===== src/rtl/mem_ctrl_pkg.sv =====
// mem_ctrl_pkg: shared encodings and byte-lane helpers for the byte-serial memory controller.
// Latency: n/a (types, constants and pure functions only).
// Backpressure: n/a.
package mem_ctrl_pkg;

  // mem_size encodings; 2'b11 also decodes as a word.
  localparam logic [1:0] MEM_SIZE_BYTE = 2'b00;
  localparam logic [1:0] MEM_SIZE_HALF = 2'b01;
  localparam logic [1:0] MEM_SIZE_WORD = 2'b10;

  localparam logic WRITE_ENABLE  = 1'b1;
  localparam logic WRITE_DISABLE = 1'b0;

  typedef enum logic [1:0] {
    CTRL_IDLE  = 2'b00,
    CTRL_READ  = 2'b01,
    CTRL_WRITE = 2'b10,
    CTRL_DONE  = 2'b11
  } ctrl_state_t;

  // Which requester owns the transfer in flight.
  typedef enum logic {
    GRANT_IF  = 1'b0,
    GRANT_MEM = 1'b1
  } grant_t;

  // Number of byte accesses for a given access size.
  function automatic logic [2:0] byte_count(input logic [1:0] size);
    logic [2:0] n;
    case (size)
      MEM_SIZE_BYTE: n = 3'd1;
      MEM_SIZE_HALF: n = 3'd2;
      default:       n = 3'd4;
    endcase
    return n;
  endfunction

  // Replace byte lane 'lane' of 'word' with 'b' (lane 0 = bits 7:0).
  function automatic logic [31:0] put_byte(input logic [31:0] word,
                                           input logic [1:0]  lane,
                                           input logic [7:0]  b);
    logic [31:0] w;
    w = word;
    case (lane)
      2'd0: w[7:0]   = b;
      2'd1: w[15:8]  = b;
      2'd2: w[23:16] = b;
      default: w[31:24] = b;
    endcase
    return w;
  endfunction

  // Extract byte lane 'lane' of 'word'.
  function automatic logic [7:0] get_byte(input logic [31:0] word,
                                          input logic [1:0]  lane);
    logic [7:0] b;
    case (lane)
      2'd0: b = word[7:0];
      2'd1: b = word[15:8];
      2'd2: b = word[23:16];
      default: b = word[31:24];
    endcase
    return b;
  endfunction

endpackage


===== src/rtl/mem_ctrl.sv =====
// mem_ctrl: shares one 8-bit sync RAM between instruction fetch and MEM-stage loads/stores, byte-serially.
// Latency: read of n bytes -> done in cycle n+2 after accept cycle 0; write -> done in cycle n+1.
// Backpressure: one transfer at a time; requesters hold req until their one-cycle done pulse (mem wins ties).
//
// Ports:
//   clk, rst                      rising-edge clock, async active-high reset
//   if_req/if_addr                fetch request (always a word), if_inst/if_done result
//   mem_req/mem_we/mem_size/...   load/store request, mem_rdata/mem_done result
//   ram_addr/ram_we/ram_dout      RAM byte port, ram_din read byte (one cycle after address)
module mem_ctrl
  import mem_ctrl_pkg::*;
#(
  parameter int ADDR_W = 32
) (
  input  logic              clk,
  input  logic              rst,
  input  logic              if_req,
  input  logic [ADDR_W-1:0] if_addr,
  output logic [31:0]       if_inst,
  output logic              if_done,
  input  logic              mem_req,
  input  logic              mem_we,
  input  logic [1:0]        mem_size,
  input  logic [ADDR_W-1:0] mem_addr,
  input  logic [31:0]       mem_wdata,
  output logic [31:0]       mem_rdata,
  output logic              mem_done,
  output logic [ADDR_W-1:0] ram_addr,
  output logic              ram_we,
  output logic [7:0]        ram_dout,
  input  logic [7:0]        ram_din
);

  ctrl_state_t state, state_nxt;

  // Request context latched at accept.
  grant_t              grant,   grant_nxt;
  logic                we_q,    we_nxt;
  logic [2:0]          nbytes,  nbytes_nxt;
  logic [ADDR_W-1:0]   base,    base_nxt;
  logic [31:0]         wdata_q, wdata_nxt;

  // cnt counts cycles spent in READ/WRITE, starting at 0 in the first address cycle.
  logic [2:0]          cnt,     cnt_nxt;
  logic [31:0]         asm_q,   asm_nxt;

  logic [ADDR_W-1:0]   ram_addr_nxt;
  logic                ram_we_nxt;
  logic [7:0]          ram_dout_nxt;
  logic [31:0]         if_inst_nxt;
  logic                if_done_nxt;
  logic [31:0]         mem_rdata_nxt;
  logic                mem_done_nxt;

  logic [2:0]          cnt_p1;
  logic [1:0]          cap_lane;
  logic [ADDR_W-1:0]   next_byte_addr;

  assign cnt_p1         = cnt + 3'd1;
  // The byte on ram_din now was addressed one cycle earlier, i.e. byte cnt-1.
  assign cap_lane       = cnt[1:0] - 2'd1;
  // Wraps naturally modulo 2^ADDR_W.
  assign next_byte_addr = base + {{(ADDR_W-3){1'b0}}, cnt_p1};

  always_ff @(posedge clk or posedge rst) begin
    if (rst) begin
      state <= CTRL_IDLE;
    end else begin
      state <= state_nxt;
    end
  end

  // All outputs are computed one cycle ahead here and registered below.
  always_comb begin
    state_nxt     = state;
    grant_nxt     = grant;
    we_nxt        = we_q;
    nbytes_nxt    = nbytes;
    base_nxt      = base;
    wdata_nxt     = wdata_q;
    cnt_nxt       = cnt;
    asm_nxt       = asm_q;
    ram_addr_nxt  = '0;
    ram_we_nxt    = WRITE_DISABLE;
    ram_dout_nxt  = 8'h00;
    if_inst_nxt   = if_inst;
    if_done_nxt   = 1'b0;
    mem_rdata_nxt = mem_rdata;
    mem_done_nxt  = 1'b0;

    case (state)
      CTRL_IDLE: begin
        cnt_nxt = 3'd0;
        asm_nxt = 32'h0;
        if (mem_req) begin
          // The MEM-stage instruction is older than the one being fetched.
          grant_nxt    = GRANT_MEM;
          we_nxt       = mem_we;
          nbytes_nxt   = byte_count(mem_size);
          base_nxt     = mem_addr;
          wdata_nxt    = mem_wdata;
          ram_addr_nxt = mem_addr;
          if (mem_we) begin
            ram_we_nxt   = WRITE_ENABLE;
            ram_dout_nxt = mem_wdata[7:0];
            state_nxt    = CTRL_WRITE;
          end else begin
            state_nxt    = CTRL_READ;
          end
        end else if (if_req) begin
          grant_nxt    = GRANT_IF;
          we_nxt       = 1'b0;
          nbytes_nxt   = 3'd4;
          base_nxt     = if_addr;
          wdata_nxt    = 32'h0;
          ram_addr_nxt = if_addr;
          state_nxt    = CTRL_READ;
        end
      end

      CTRL_READ: begin
        cnt_nxt = cnt_p1;
        if (cnt != 3'd0) begin
          asm_nxt = put_byte(asm_q, cap_lane, ram_din);
        end
        if (cnt_p1 < nbytes) begin
          ram_addr_nxt = next_byte_addr;
        end
        // Last byte arrives one cycle after the last address cycle.
        if (cnt == nbytes) begin
          state_nxt = CTRL_DONE;
          if (grant == GRANT_MEM) begin
            mem_rdata_nxt = asm_nxt;
            mem_done_nxt  = 1'b1;
          end else begin
            if_inst_nxt   = asm_nxt;
            if_done_nxt   = 1'b1;
          end
        end
      end

      CTRL_WRITE: begin
        cnt_nxt = cnt_p1;
        if (cnt_p1 < nbytes) begin
          ram_addr_nxt = next_byte_addr;
          ram_we_nxt   = WRITE_ENABLE;
          ram_dout_nxt = get_byte(wdata_q, cnt_p1[1:0]);
        end else begin
          state_nxt    = CTRL_DONE;
          mem_done_nxt = 1'b1;
        end
      end

      CTRL_DONE: begin
        // Requests are not looked at here, so a requester still holding
        // req in this cycle is not accepted twice.
        state_nxt = CTRL_IDLE;
      end

      default: state_nxt = CTRL_IDLE;
    endcase
  end

  always_ff @(posedge clk or posedge rst) begin
    if (rst) begin
      grant     <= GRANT_IF;
      we_q      <= 1'b0;
      nbytes    <= 3'd0;
      base      <= '0;
      wdata_q   <= 32'h0;
      cnt       <= 3'd0;
      asm_q     <= 32'h0;
      ram_addr  <= '0;
      ram_we    <= WRITE_DISABLE;
      ram_dout  <= 8'h00;
      if_inst   <= 32'h0;
      if_done   <= 1'b0;
      mem_rdata <= 32'h0;
      mem_done  <= 1'b0;
    end else begin
      grant     <= grant_nxt;
      we_q      <= we_nxt;
      nbytes    <= nbytes_nxt;
      base      <= base_nxt;
      wdata_q   <= wdata_nxt;
      cnt       <= cnt_nxt;
      asm_q     <= asm_nxt;
      ram_addr  <= ram_addr_nxt;
      ram_we    <= ram_we_nxt;
      ram_dout  <= ram_dout_nxt;
      if_inst   <= if_inst_nxt;
      if_done   <= if_done_nxt;
      mem_rdata <= mem_rdata_nxt;
      mem_done  <= mem_done_nxt;
    end
  end

endmodule


===== config.mk =====
export PLATFORM = sky130hd
export DESIGN_NAME = mem_ctrl
export DESIGN_NICKNAME = d
export VERILOG_FILES = /design/src/rtl/mem_ctrl_pkg.sv /design/src/rtl/mem_ctrl.sv
export SDC_FILE = /design/constraint.sdc
export NUM_CORES = 1
export LEC_CHECK = 0
export ABC_AREA = 1
export BUFFER_PORTS_ARGS = -buffer_cell sky130_fd_sc_hd__buf_2
export CAP_MARGIN = 20
export CORE_MARGIN = 4
export CORE_UTILIZATION = 45
export DETAILED_ROUTE_END_ITERATION = 12
export PLACE_DENSITY_LB_ADDON = 0.05
export SLEW_MARGIN = 20
export SYNTH_ARGS = -nofsm -noshare
export SYNTH_HDL_FRONTEND = slang
export SYNTH_SLANG_ARGS = --single-unit

===== constraint.sdc =====
create_clock -name clk -period 11.8 [get_ports clk]
set_input_delay 1.18 -clock clk [delete_from_list [all_inputs] [get_ports clk]]
set_output_delay 1.18 -clock clk [all_outputs]
set_load 0.01 [all_outputs]

* Word level (Yosys, flattened, before mapping) *
Index checks and enable logic that the tools add are counted.

storage, ports and cells
  bits in registers = 212
  input bits = 111

cells by class
  add/sub/neg operators = 3
  $lt $le $gt $ge = 1
  equal/unequal tests = 12
  muxes and demuxes = 42
  bitwise gates (word level) = 1
  reductions and logical operators = 14

operators by type and width
  kind                                                             count
  32-bit 2-to-1 mux                                                8
  32-bit one-hot mux with 2 select lines                           2
  8-bit 2-to-1 mux                                                 7
  32-bit by 3-bit adder with 32-bit output                         1
  8-bit one-hot mux with 3 select lines                            1
  8-bit one-hot mux with 2 select lines                            1
  3-bit one-hot mux with 2 select lines                            2
  1-bit 2-to-1 mux                                                 11
  2-bit 2-to-1 mux                                                 5
  3-bit AND reduction                                              3
  2-bit by 1-bit == test with 1-bit output, second input constant  4
  2-bit == test, second input constant                             4
  2-bit zero test                                                  4
  2-bit one-hot mux with 4 select lines                            1
  3-bit 2-to-1 mux                                                 2
  2-bit nonzero test                                               3
  2-bit inequality test, second input constant                     2
  1-bit one-hot mux with 2 select lines                            2
  3-bit by 1-bit adder with 3-bit output, second input constant    1
  3-bit == test                                                    1
  3-bit less-than comparator                                       1
  3-bit inequality test, second input constant                     1
  3-bit nonzero test                                               1
  3-bit OR reduction                                               1
  other kinds (4)                                                  4

* Depth between registers and ports, before layout *
Gate-level depths: netlist of the first run.

  depth after elaboration = 6
  mapped depth = 13
  mapped depth without buffers = 13

* Worst setup path before layout of the first run *
OpenSTA, ideal clock, no wires.

  kind = reg-to-reg
  start = register cnt[0]
  end = register ram_addr[26]
  library setup time = 0.078 ns
  arrival time = 2.067 ns
  data required time = 11.722 ns
  setup slack = 9.656 ns
  cell stages (with the launch flop) = 14
  buffers on the path = 0
  path through = dfrtp_1 inv_1 ha_1 inv_1 fa_1 inv_1 nand3_1 nand2_2 nand2_1 nor2_1 nand2_1 nand2_1 nand3_1 a21oi_1

between the ends
  longest elaborated chain between the ends = 4
  elaborated cells between the ends (all ways) = 5
  those cells by class = add/sub: 2; order compare: 1; mux: 2

ends and longest elaborated chain
  element                                                                                 line                                              text
  start, declared                                                                         mem_ctrl.sv:44                                    logic [2:0] cnt, cnt_nxt;
  start signal, assigned                                                                  mem_ctrl.sv:186                                   cnt <= cnt_nxt;
  3-bit by 1-bit adder with 3-bit output *                                                mem_ctrl.sv:59                                    assign cnt_p1 = cnt + 3'd1;
  32-bit by 3-bit adder with 32-bit output or 3-bit less-than comparator (tied branches)  mem_ctrl.sv:63, mem_ctrl.sv:126, mem_ctrl.sv:144
  32-bit 2-to-1 mux *                                                                     mem_ctrl.sv:126, mem_ctrl.sv:144
  32-bit one-hot mux with 2 select lines *                                                mem_ctrl.sv:91                                    case (state)
  named net ram_addr_nxt[26]                                                              mem_ctrl.sv:47                                    logic [ADDR_W-1:0] ram_addr_nxt;
  end signal, assigned                                                                    mem_ctrl.sv:188                                   ram_addr <= ram_addr_nxt;
  end, declared                                                                           mem_ctrl.sv:28                                    output logic [ADDR_W-1:0] ram_addr,

The timed path passes the listed nets; every way through them passes the cells marked *.
A chain may end at the register's enable or synchronous reset.

* Worst setup path after layout of the first run *
  start = input port mem_req
  end = register ram_addr[13]

between the ends
  longest elaborated chain between the ends = 2

ends and longest elaborated chain
  element                                 line            text
  start, declared                         mem_ctrl.sv:21  input logic mem_req,
  32-bit 2-to-1 mux                       mem_ctrl.sv:95  if (mem_req) begin
  32-bit one-hot mux with 2 select lines  mem_ctrl.sv:91
  named net ram_addr_nxt[13]              mem_ctrl.sv:47

The timed path passes the listed nets, and every way through them passes these cells.

==> results, run 1 <==
- The initial antenna violation count came to 0.
- Measured along the y axis, the die boundary spans between 150 and 200 µm.
- The largest single stage delay on the critical path is 0.52 ns.
- The synthesized cell area is 9960 µm².
- CTS saw between 200 and 250 sinks.
- The buffers inserted during post-CTS setup optimization is 0.
- The aggregate global-route resource usage is 0.209.
- The post-placement setup slack is about 8.1 ns.
- STA puts the critical path data arrival time at ~3.5 ns.
- The number of enable flip-flop cells after synthesis is 0.
- The detailed-route via count is 8334.
- The total number of yosys warnings is 0.
- The final layout contains roughly 1500 nets.
- Of the cells placed in the final design, the portion with a size suffix greater than 1 is 0.232.
- Port buffering added about 220 buffers.
- The average cell area after synthesis is approximately 8.6 µm².
- The number of DRC markers after the initial detailed-route iteration is about 450.
- The total number of H-tree levels is 1.
- The worst IR drop on VDD is approximately 110 µV.
- The signed area change from the synthesized netlist to the final layout is 20.8%.
- The quantity of hold-fixing buffers added after cts is 0.
- In the synthesized netlist the async set-or-reset flop fraction comes to 1.00.
- In this run the tightest slew margin relative to its limit is 0.467.
- The start point of the critical path is mem_req.
- The synthesized net count is approximately 1300.
- The worst setup path is launched from an input port.
- The number of different library cells used by synthesis comes to 30.
- The width of the die is between 150 and 200 µm.
- The cell depth of the worst flop-to-flop path is 13.
- The detailed-routing iteration count for the pre-antenna-repair pass is 5.
- The tightest min-delay check is of the reg2reg type.
- Summed over all instances, the cell type with the most area after synthesis is sky130_fd_sc_hd__dfrtp_1.
- The total leakage power is around 6.3 nW.
- The endpoint of the worst hold-timing path is if_inst[19]$_DFFE_PP0P_.
- The post-route DRC violation count is 0.
- The die covers 24600 µm².
- After clock tree synthesis, the repair step resized 0 gates.
- Clock latency on the worst-skew pair, taken at its later pin, is ~0.51 ns.
- The worst path setup slack after routing is between 8 and 9 ns.
- The share of the yosys chip area belonging to registers is 0.533.
- The worst-case clock skew is 0.0140 ns.
- Power spread over the standard cell area amounts to between 200 and 300 nW/µm².
- For this block, the routed nets add up to roughly 26 mm of wire.
- The slowest stage of the critical path belongs to the cell sky130_fd_sc_hd__a21oi_4.
- For this run, the share of the core covered by cells in the final layout is 0.551.
- The number of hold violations in the final report is 0.
- Summed over all failing endpoints, the final setup total negative slack is 0 ns.
- The worst setup path is of the in2reg kind.
- The via density per instance is about 5.1.
- The number of top-level pins is 218.
- Of all nets on the critical path, the largest fanout is 45.
- Entering global routing, the biggest net connects 104 pins.
- The flow ran to the end, and the final reports show no timing, DRC or antenna violations.
- The signal on the critical path passes through buf_2 > inv_2 > a21oi_4 > buf_4 > nand2_1 > a21oi_1.
- Row generation in the floorplan step produced 54 rows.
- The startpoint of the most critical hold path is if_inst[19]$_DFFE_PP0P_.
- The beginning of the worst register-to-register path is cnt[0]$_DFFE_PP0P_.
- Data on the critical path is required at its endpoint by between 10 and 15 ns.
- In this run the remaining antenna-violating nets after routing total 0.
- The total overflow left after global routing is 0.
- The slew at the pin with the worst max-slew slack is about 0.80 ns.
- After clock tree synthesis, the clock-pin slew on the worst setup and hold paths is 0.06 ns.
- The number of global-route vias before repair is 8118.
- The total count of max-transition violations in the final report is 0.
- The most frequently used flop master after synthesis is sky130_fd_sc_hd__dfrtp_1.
- The global-route wire length before repair is 41.5 mm.
- The endpoint of the worst register-to-register path is ram_addr[26]$_DFF_PP0_.
- The routed length per placed instance is 15.7 µm.
- In the finished design, the share of the clock period the worst path needs comes to 0.259.
- Synthesis produced approximately 1200 cells.
- Setup repair after global routing left no endpoint under its margin.
- The hold slack is 0.474 ns.
- The floorplan step defined a core boundary enclosing ~22000 µm².
- The maximum clock frequency is roughly 0.33 GHz.
- The synthesis-stage register bit count is ~210.
- The number of max-cap violations is 0.
- The detailed placement HPWL is approximately 18 mm.
- The minimum clock period is a little over 3 ns.
- Of the post-synthesis cell area, the dominant cell type holds 0.533.
- Along the worst hold path, the cell count comes to 2.
- The routability-driven placement congestion ratio is just under 0.9.
- STA classifies the critical path endpoint as a flop.
- The number of clock buffers added by TritonCTS is 24.
- The number of setup violations in the final report is 0.
- The number of buffers on the longest clock path is 3.
- TritonCTS built the clock tree.
- The root buffer cell chosen for the clock tree is sky130_fd_sc_hd__clkbuf_16.
- For this configuration, the core starts out at a cell density of 0.456.
- 0 antenna diodes ended up in the layout.
- Sorting the synthesized cells by area gives the leading types as sky130_fd_sc_hd__dfrtp_1, sky130_fd_sc_hd__nand2_1, sky130_fd_sc_hd__o21ai_0.
- The setup slack on the worst flop-to-flop path is between 9 and 10 ns.
state kept, by name, summed over array words and instances, names as in the netlist:
signal	flops
state	2
grant	1
nbytes	3
ram_dout	8
cnt	3
if_inst	32
ram_addr	32
ram_we	1
wdata_q	32
mem_rdata	32
base	32
if_done	1
mem_done	1
asm_q	32
cells in the mapped netlist, types with 5 or more instances:
cell / number
sky130_fd_sc_hd__clkbuf_1: 19
sky130_fd_sc_hd__dfrtp_1: 212
sky130_fd_sc_hd__ha_1: 19
sky130_fd_sc_hd__o21ai_0: 87
sky130_fd_sc_hd__a22o_1: 30
sky130_fd_sc_hd__buf_6: 12
sky130_fd_sc_hd__nand3_1: 57
sky130_fd_sc_hd__nand4_1: 7
sky130_fd_sc_hd__buf_2: 18
sky130_fd_sc_hd__a21oi_1: 39
sky130_fd_sc_hd__nor2_4: 5
sky130_fd_sc_hd__o21ai_1: 29
sky130_fd_sc_hd__o21ai_2: 31
sky130_fd_sc_hd__inv_1: 109
sky130_fd_sc_hd__nor2_1: 39
sky130_fd_sc_hd__o22ai_1: 49
sky130_fd_sc_hd__nand2_1: 369
how the worst max path moves through the flow:
stage | endpoint | slack [ns] | cells past startpoint
floorplan | asm_q[0]$_DFFE_PP0P_ | 4.83 | 1
global placement | wdata_q[19]$_DFFE_PP0P_ | 8.29 | 5
detailed placement | ram_addr[13]$_DFF_PP0_ | 8.12 | 6
CTS | if_inst[18]$_DFFE_PP0P_ | 8.62 | 8
global route | ram_addr[14]$_DFF_PP0_ | 8.46 | 6
finish | ram_addr[13]$_DFF_PP0_ | 8.74 | 6
layout by cell type, fill, tap and decap left out, drive strengths merged:
| cell type | count |
|---|---|
| o211ai | 2 |
| clkinv | 2 |
| o21ai | 147 |
| a21oi | 40 |
| nand4 | 7 |
| a22o | 30 |
| nor2 | 48 |
| clkbuf | 35 |
| bufinv | 4 |
| nand3b | 2 |
| fa | 1 |
| o22ai | 49 |
| or2 | 2 |
| dfrtp | 212 |
| nand2 | 371 |
| clkinvlp | 2 |
| o31ai | 1 |
| nand3 | 57 |
| ha | 19 |
| xnor2 | 1 |
| buf | 225 |
| inv | 113 |
critical path: cells and delay by family:
kind	cells	cell delay (ns)
and+or+nand+nor	1	0.15
AOI/OAI and AO/OA	2	0.72
buffers and inverters	3	1.36
cells by family (layout without fill, tap and decap cells):
family / count (synthesis) / in the layout / share of synthesized area
simple gates: 487 / 487 / 0.199
compound gates: 269 / 269 / 0.166
flops: 212 / 212 / 0.533
buf+inv: 167 / 381 / 0.0754
fa+ha+maj: 20 / 20 / 0.0259
xor+xnor: 1 / 1 / 0.000880
power by group:
group / total (W) / switching (W) / leakage [nW] / internal, W
combinational: 0.00135 / 0.000865 / 3.17 / 0.000481
sequential: 0.00121 / 0.000175 / 2.69 / 0.00104
clock: 0.000818 / 0.000296 / 0.433 / 0.000522
total: 0.00338 / 0.00134 / 6.30 / 0.00204
through the flow:
step | total power (W) | area, µm² | instances
2_1_floorplan | 0.00215 | 9960 | 1156
3_3_place_gp | 0.00256 | 11100 | 1607
3_5_place_dp | 0.00258 | 11100 | 1607
4_1_cts | 0.00341 | 12000 | 1650
5_1_grt | 0.00366 | 12000 | 1650
6_report | 0.00338 | 12000 | 1650
routing by layer:
layer  share of wire  up-vias  wire length (µm)  GRT usage
met1            0.45     3902             11700      0.287
met4           0.018        0               468     0.0467
met5               0        -                 0          0
li1                -     4200                 -          -
met2            0.48      198             12300      0.347
met3           0.052       34              1340     0.0382
area by class of cell:
cell class	instances	area [µm²]
fill	2099	9790
sequential	212	5310
multi-input combinational	777	3910
timing repair buffer	225	1150
clock buffer	35	743
inverter	113	432
tap	280	350
clock inverter	8	145
Power figures use the tool's default switching activity.
==> run 2: changes to the inputs <==
==> constraint.sdc (replaced) <==
create_clock -name clk -period 2.91 [get_ports clk]
set_input_delay 0.291 -clock clk [delete_from_list [all_inputs] [get_ports clk]]
set_output_delay 0.291 -clock clk [all_outputs]
set_load 0.01 [all_outputs]
==> run 2 against run 1 <==
Clock skew shrank 0.00084 ns. Sequential power grew to 4.1 times the previous value. First-iteration DRC count is 9.2% higher. Highest routed layer unchanged. Register-to-register slack lost 8.7 ns. Wire length rose by 2.1%. Sequential cell count stayed put. Sequential share of layout area decreased by 0.41 points. Clock power increased to 3.8 times the previous value. Critical path type is now reg2reg. Hold slack got worse by 0.46 ns. Power grew to 4.0 times the previous value. Die area is the same.
==> results, run 2 (same netlist as run 1, synthesis figures left out) <==
- The CTS clock-pin slew for the worst setup and hold paths is 0.06 ns (about the same).
- The post-placement setup slack is 0.445 ns (-7.68 ns).
- Dividing the final minimum period by the clock period gives 0.861.
- The net switching power was 0.00550 W (+310%).
- The number of DRC markers after the initial detailed-route iteration is 486 (+9.2%).
- The switching part of the total is 0.405 (+0.00909).
- The width of the die was 157 µm (unchanged).
- The cell area after layout is 12100 µm² (+0.94%).
- The routed design could run at a clock period as short as about 2.5 ns.
- The area growth from synthesis to layout is 21.9%.
- The total leakage power is 6.34 nW (+0.62%).
- In this run the critical register-to-register path is captured at ram_addr[22]$_DFF_PP0_.
- Leaving out fill and tap cells, the most frequent cells in the layout are sky130_fd_sc_hd__nand2_1, sky130_fd_sc_hd__buf_2, sky130_fd_sc_hd__dfrtp_1.
- The hold path depth is 3 (+1).
- The maximum clock frequency is between 0.3 and 0.4 GHz.
- The number of buffers on the longest clock path is 3 (unchanged).
- The share of post-route cells with drive strength above 1 is 0.232 (-0.000515).
- The post-route DRC violation count is 0 (unchanged).
- The global-route wire length before repair is 42.7 mm (+2.7%).
- The detailed-routing iteration count for the pre-antenna-repair pass is 5 (unchanged).
- The number of global-route vias before repair is 8196 (+0.96%).
- The number of top-level pins came to 218 (unchanged).
- Among cell families on the critical path, the largest total delay comes from adder cells.
- The critical-path cell with the highest stage delay is sky130_fd_sc_hd__dfrtp_1.
- The number of max-cap violations was 0 (unchanged).
- The area of the die is 24600 µm² (unchanged).
- The initial antenna violation count is 0 (unchanged).
- The aggregate global-route resource usage is 0.214 (+0.00555).
- The fraction of power consumed by the clock network was 0.228 (-0.014).
- The vertical die dimension is 157 µm (unchanged).
- The number of buffers added by the clock tree synthesis step is 24 (unchanged).
- The endpoint required time on the critical path is 3.33 ns (-8.89 ns).
- The flow ran to the end, and the final reports show no timing, DRC or antenna violations.
- The total number of H-tree levels was 1 (unchanged).
- The relative contribution of combinational cells to total power is 0.409 (+0.010).
- The leading cell type in the layout, fill and taps excluded is sky130_fd_sc_hd__nand2_1.
- The total grt overflow is 0 (unchanged).
- The sequential share of power is 0.363 (+0.004).
- The total count of max-transition violations in the final report is 0 (unchanged).
- The buffers inserted during post-CTS setup optimization came to 0 (unchanged).
- The internal power of the cells is 0.00809 W (+300%).
- The routed length per placed instance came to 15.8 µm (+1.1%).
- The number of hold violations in the final report is 0 (unchanged).
- The power per cell area is 1120 nW/µm² (+300%).
- The placed cell count is 1613 (+0.37%).
- The number of standard cells in the final layout excluding fillers is 1666 (+0.97%).
- The hold slack is 0.0120 ns (-0.462 ns).
- The residual antenna-violating net count after detailed routing was 0 (unchanged).
- The number of setup violations in the final report was 0 (unchanged).
- The critical path's largest stage delay was 0.41 ns (-0.11 ns).
- The critical path data arrival time is 2.93 ns (-0.55 ns).
- The setup slack on the worst flop-to-flop path came to 0.40 ns (-8.74 ns).
- The worst register-to-register path begins at cnt[0]$_DFFE_PP0P_.
- The cell depth of the worst flop-to-flop path is 13 (unchanged).
- The starting utilization of the core area is 0.456 (unchanged).
- The path with the worst hold slack has its endpoint at wdata_q[31]$_DFFE_PP0P_.
- The maximum number of pins on one net before global-route repair was 80 (-23%).
- The worst path setup slack after routing is 0.403 ns (-8.34 ns).
- The worst IR drop on VDD came to 458 µV (+310%).
- The worst-case clock skew is 0.0132 ns (-0.000840 ns).
- Setup repair after global routing left no endpoint under its margin.
- The startpoint-to-endpoint class of the critical path is reg2reg.
- The routed wire length came to 26.4 mm (+2.1%).
- The worst hold path belongs to the class in2reg.
- The area of the placeable core is 21800 µm² (unchanged).
- The detailed placement HPWL was 18.3 mm (+2.0%).
- The antenna cell count is 0 (unchanged).
- The maximum fanout encountered on the critical timing path is 7 (-84%).
- The net total in the final layout was 1500 (+1.1%).
- The critical path goes through inv_1 > ha_1 > inv_1 > fa_1 > inv_1 > nand3_1 > nand2_2 > nand2_1 > nor2_4 > nand2_1 > nand2_1 > nand3_1 > a21oi_1.
- The fill cell total of the finished layout came to 2066 (-1.6%).
- The tightest slew margin relative to the limit was 0.478 (+0.0115).
- The routability-driven placement congestion ratio was 0.877 (+1.2%).
- The count of buffers inserted at the top-level ports is 217 (unchanged).
- The total chip power is 0.0136 W (+300%).
- The library cell used as clock root buffer is sky130_fd_sc_hd__clkbuf_16.
- STA classifies the critical path endpoint as a flop.
- The slew at the pin with the worst max-slew slack came to 0.782 ns (-0.0173 ns).
- The total clock sinks is 212 (unchanged).
- The worst hold path begins at mem_wdata[31].
- The via density per instance was 5.05 (about the same).
- The post-placement cell area was 11200 µm² (+0.82%).
- TritonCTS built the clock tree.
- The standard-cell row count is 54 (unchanged).
- The clock insertion delay at the later pin of the skew report is 0.51 ns (about the same).
- The detailed-route via count was 8410 (+0.91%).
- The critical path launch point type is a flop.
- The sum of buffers and inverters on the critical path is 3 (unchanged).
## run 2: power by group through the flow
stage	logic (W)	clock network [W]	registers, W
6_report	0.00556	0.00309	0.00494
5_1_grt	0.00635	0.00328	0.00510
4_1_cts	0.00565	0.00316	0.00494
3_5_place_dp	0.00561	0	0.00497
3_3_place_gp	0.00552	0	0.00498
2_1_floorplan	0.00360	0	0.00511
## run 2: how the worst max path moves through the flow
stage                     depth (start not counted)                endpoint  slack [ns]               start
final                                            13  ram_addr[22]$_DFF_PP0_        0.40  cnt[0]$_DFFE_PP0P_
after global routing                             13  ram_addr[30]$_DFF_PP0_        0.20  cnt[0]$_DFFE_PP0P_
after CTS                                        13  ram_addr[22]$_DFF_PP0_        0.43  cnt[0]$_DFFE_PP0P_
after detailed placement                         13  ram_addr[22]$_DFF_PP0_        0.45  cnt[0]$_DFFE_PP0P_
after global placement                           13  ram_addr[22]$_DFF_PP0_        0.54  cnt[0]$_DFFE_PP0P_
after floorplan                                   1    asm_q[0]$_DFFE_PP0P_       -0.14                 rst
## run 2: through the flow
stage,setup TNS [ns],util
after CTS,0,0.556
after floorplan,-29.08,-
final,0,0.556
after detailed placement,0,0.515
after global placement,0,0.515
after global routing,0,0.556
## run 2: layout make-up
cell class              count  area [µm²]  area share
flip-flops and latches    212        5310       0.437
multi-input cells         777        3910       0.322
repair buffers            241        1340       0.110
clock buffers              30         654      0.0539
inverters                 113         428      0.0352
well taps                 280         350      0.0289
clock inverters            13         155      0.0128
## run 2: worst min-delay path, delay by kind of cell
family,cells,cell delay (ns)
buffers and inverters,1,0.09
AND/OR/NAND/NOR,2,0.11
## run 2: timing repair
| action | CTS | global route |
|---|---|---|
| endpoints found under the hold margin | 32 | 0 |
| hold buffers | 10 | 0 |
| resized for setup | 0 | 0 |
## run 2: per-layer routing
| layer | global-route usage | share of wire |
|---|---|---|
| met1 | 0.293 | 0.45 |
| met2 | 0.366 | 0.48 |
| met3 | 0.0282 | 0.052 |
| met4 | 0.0488 | 0.017 |
| met5 | 0 | 0 |
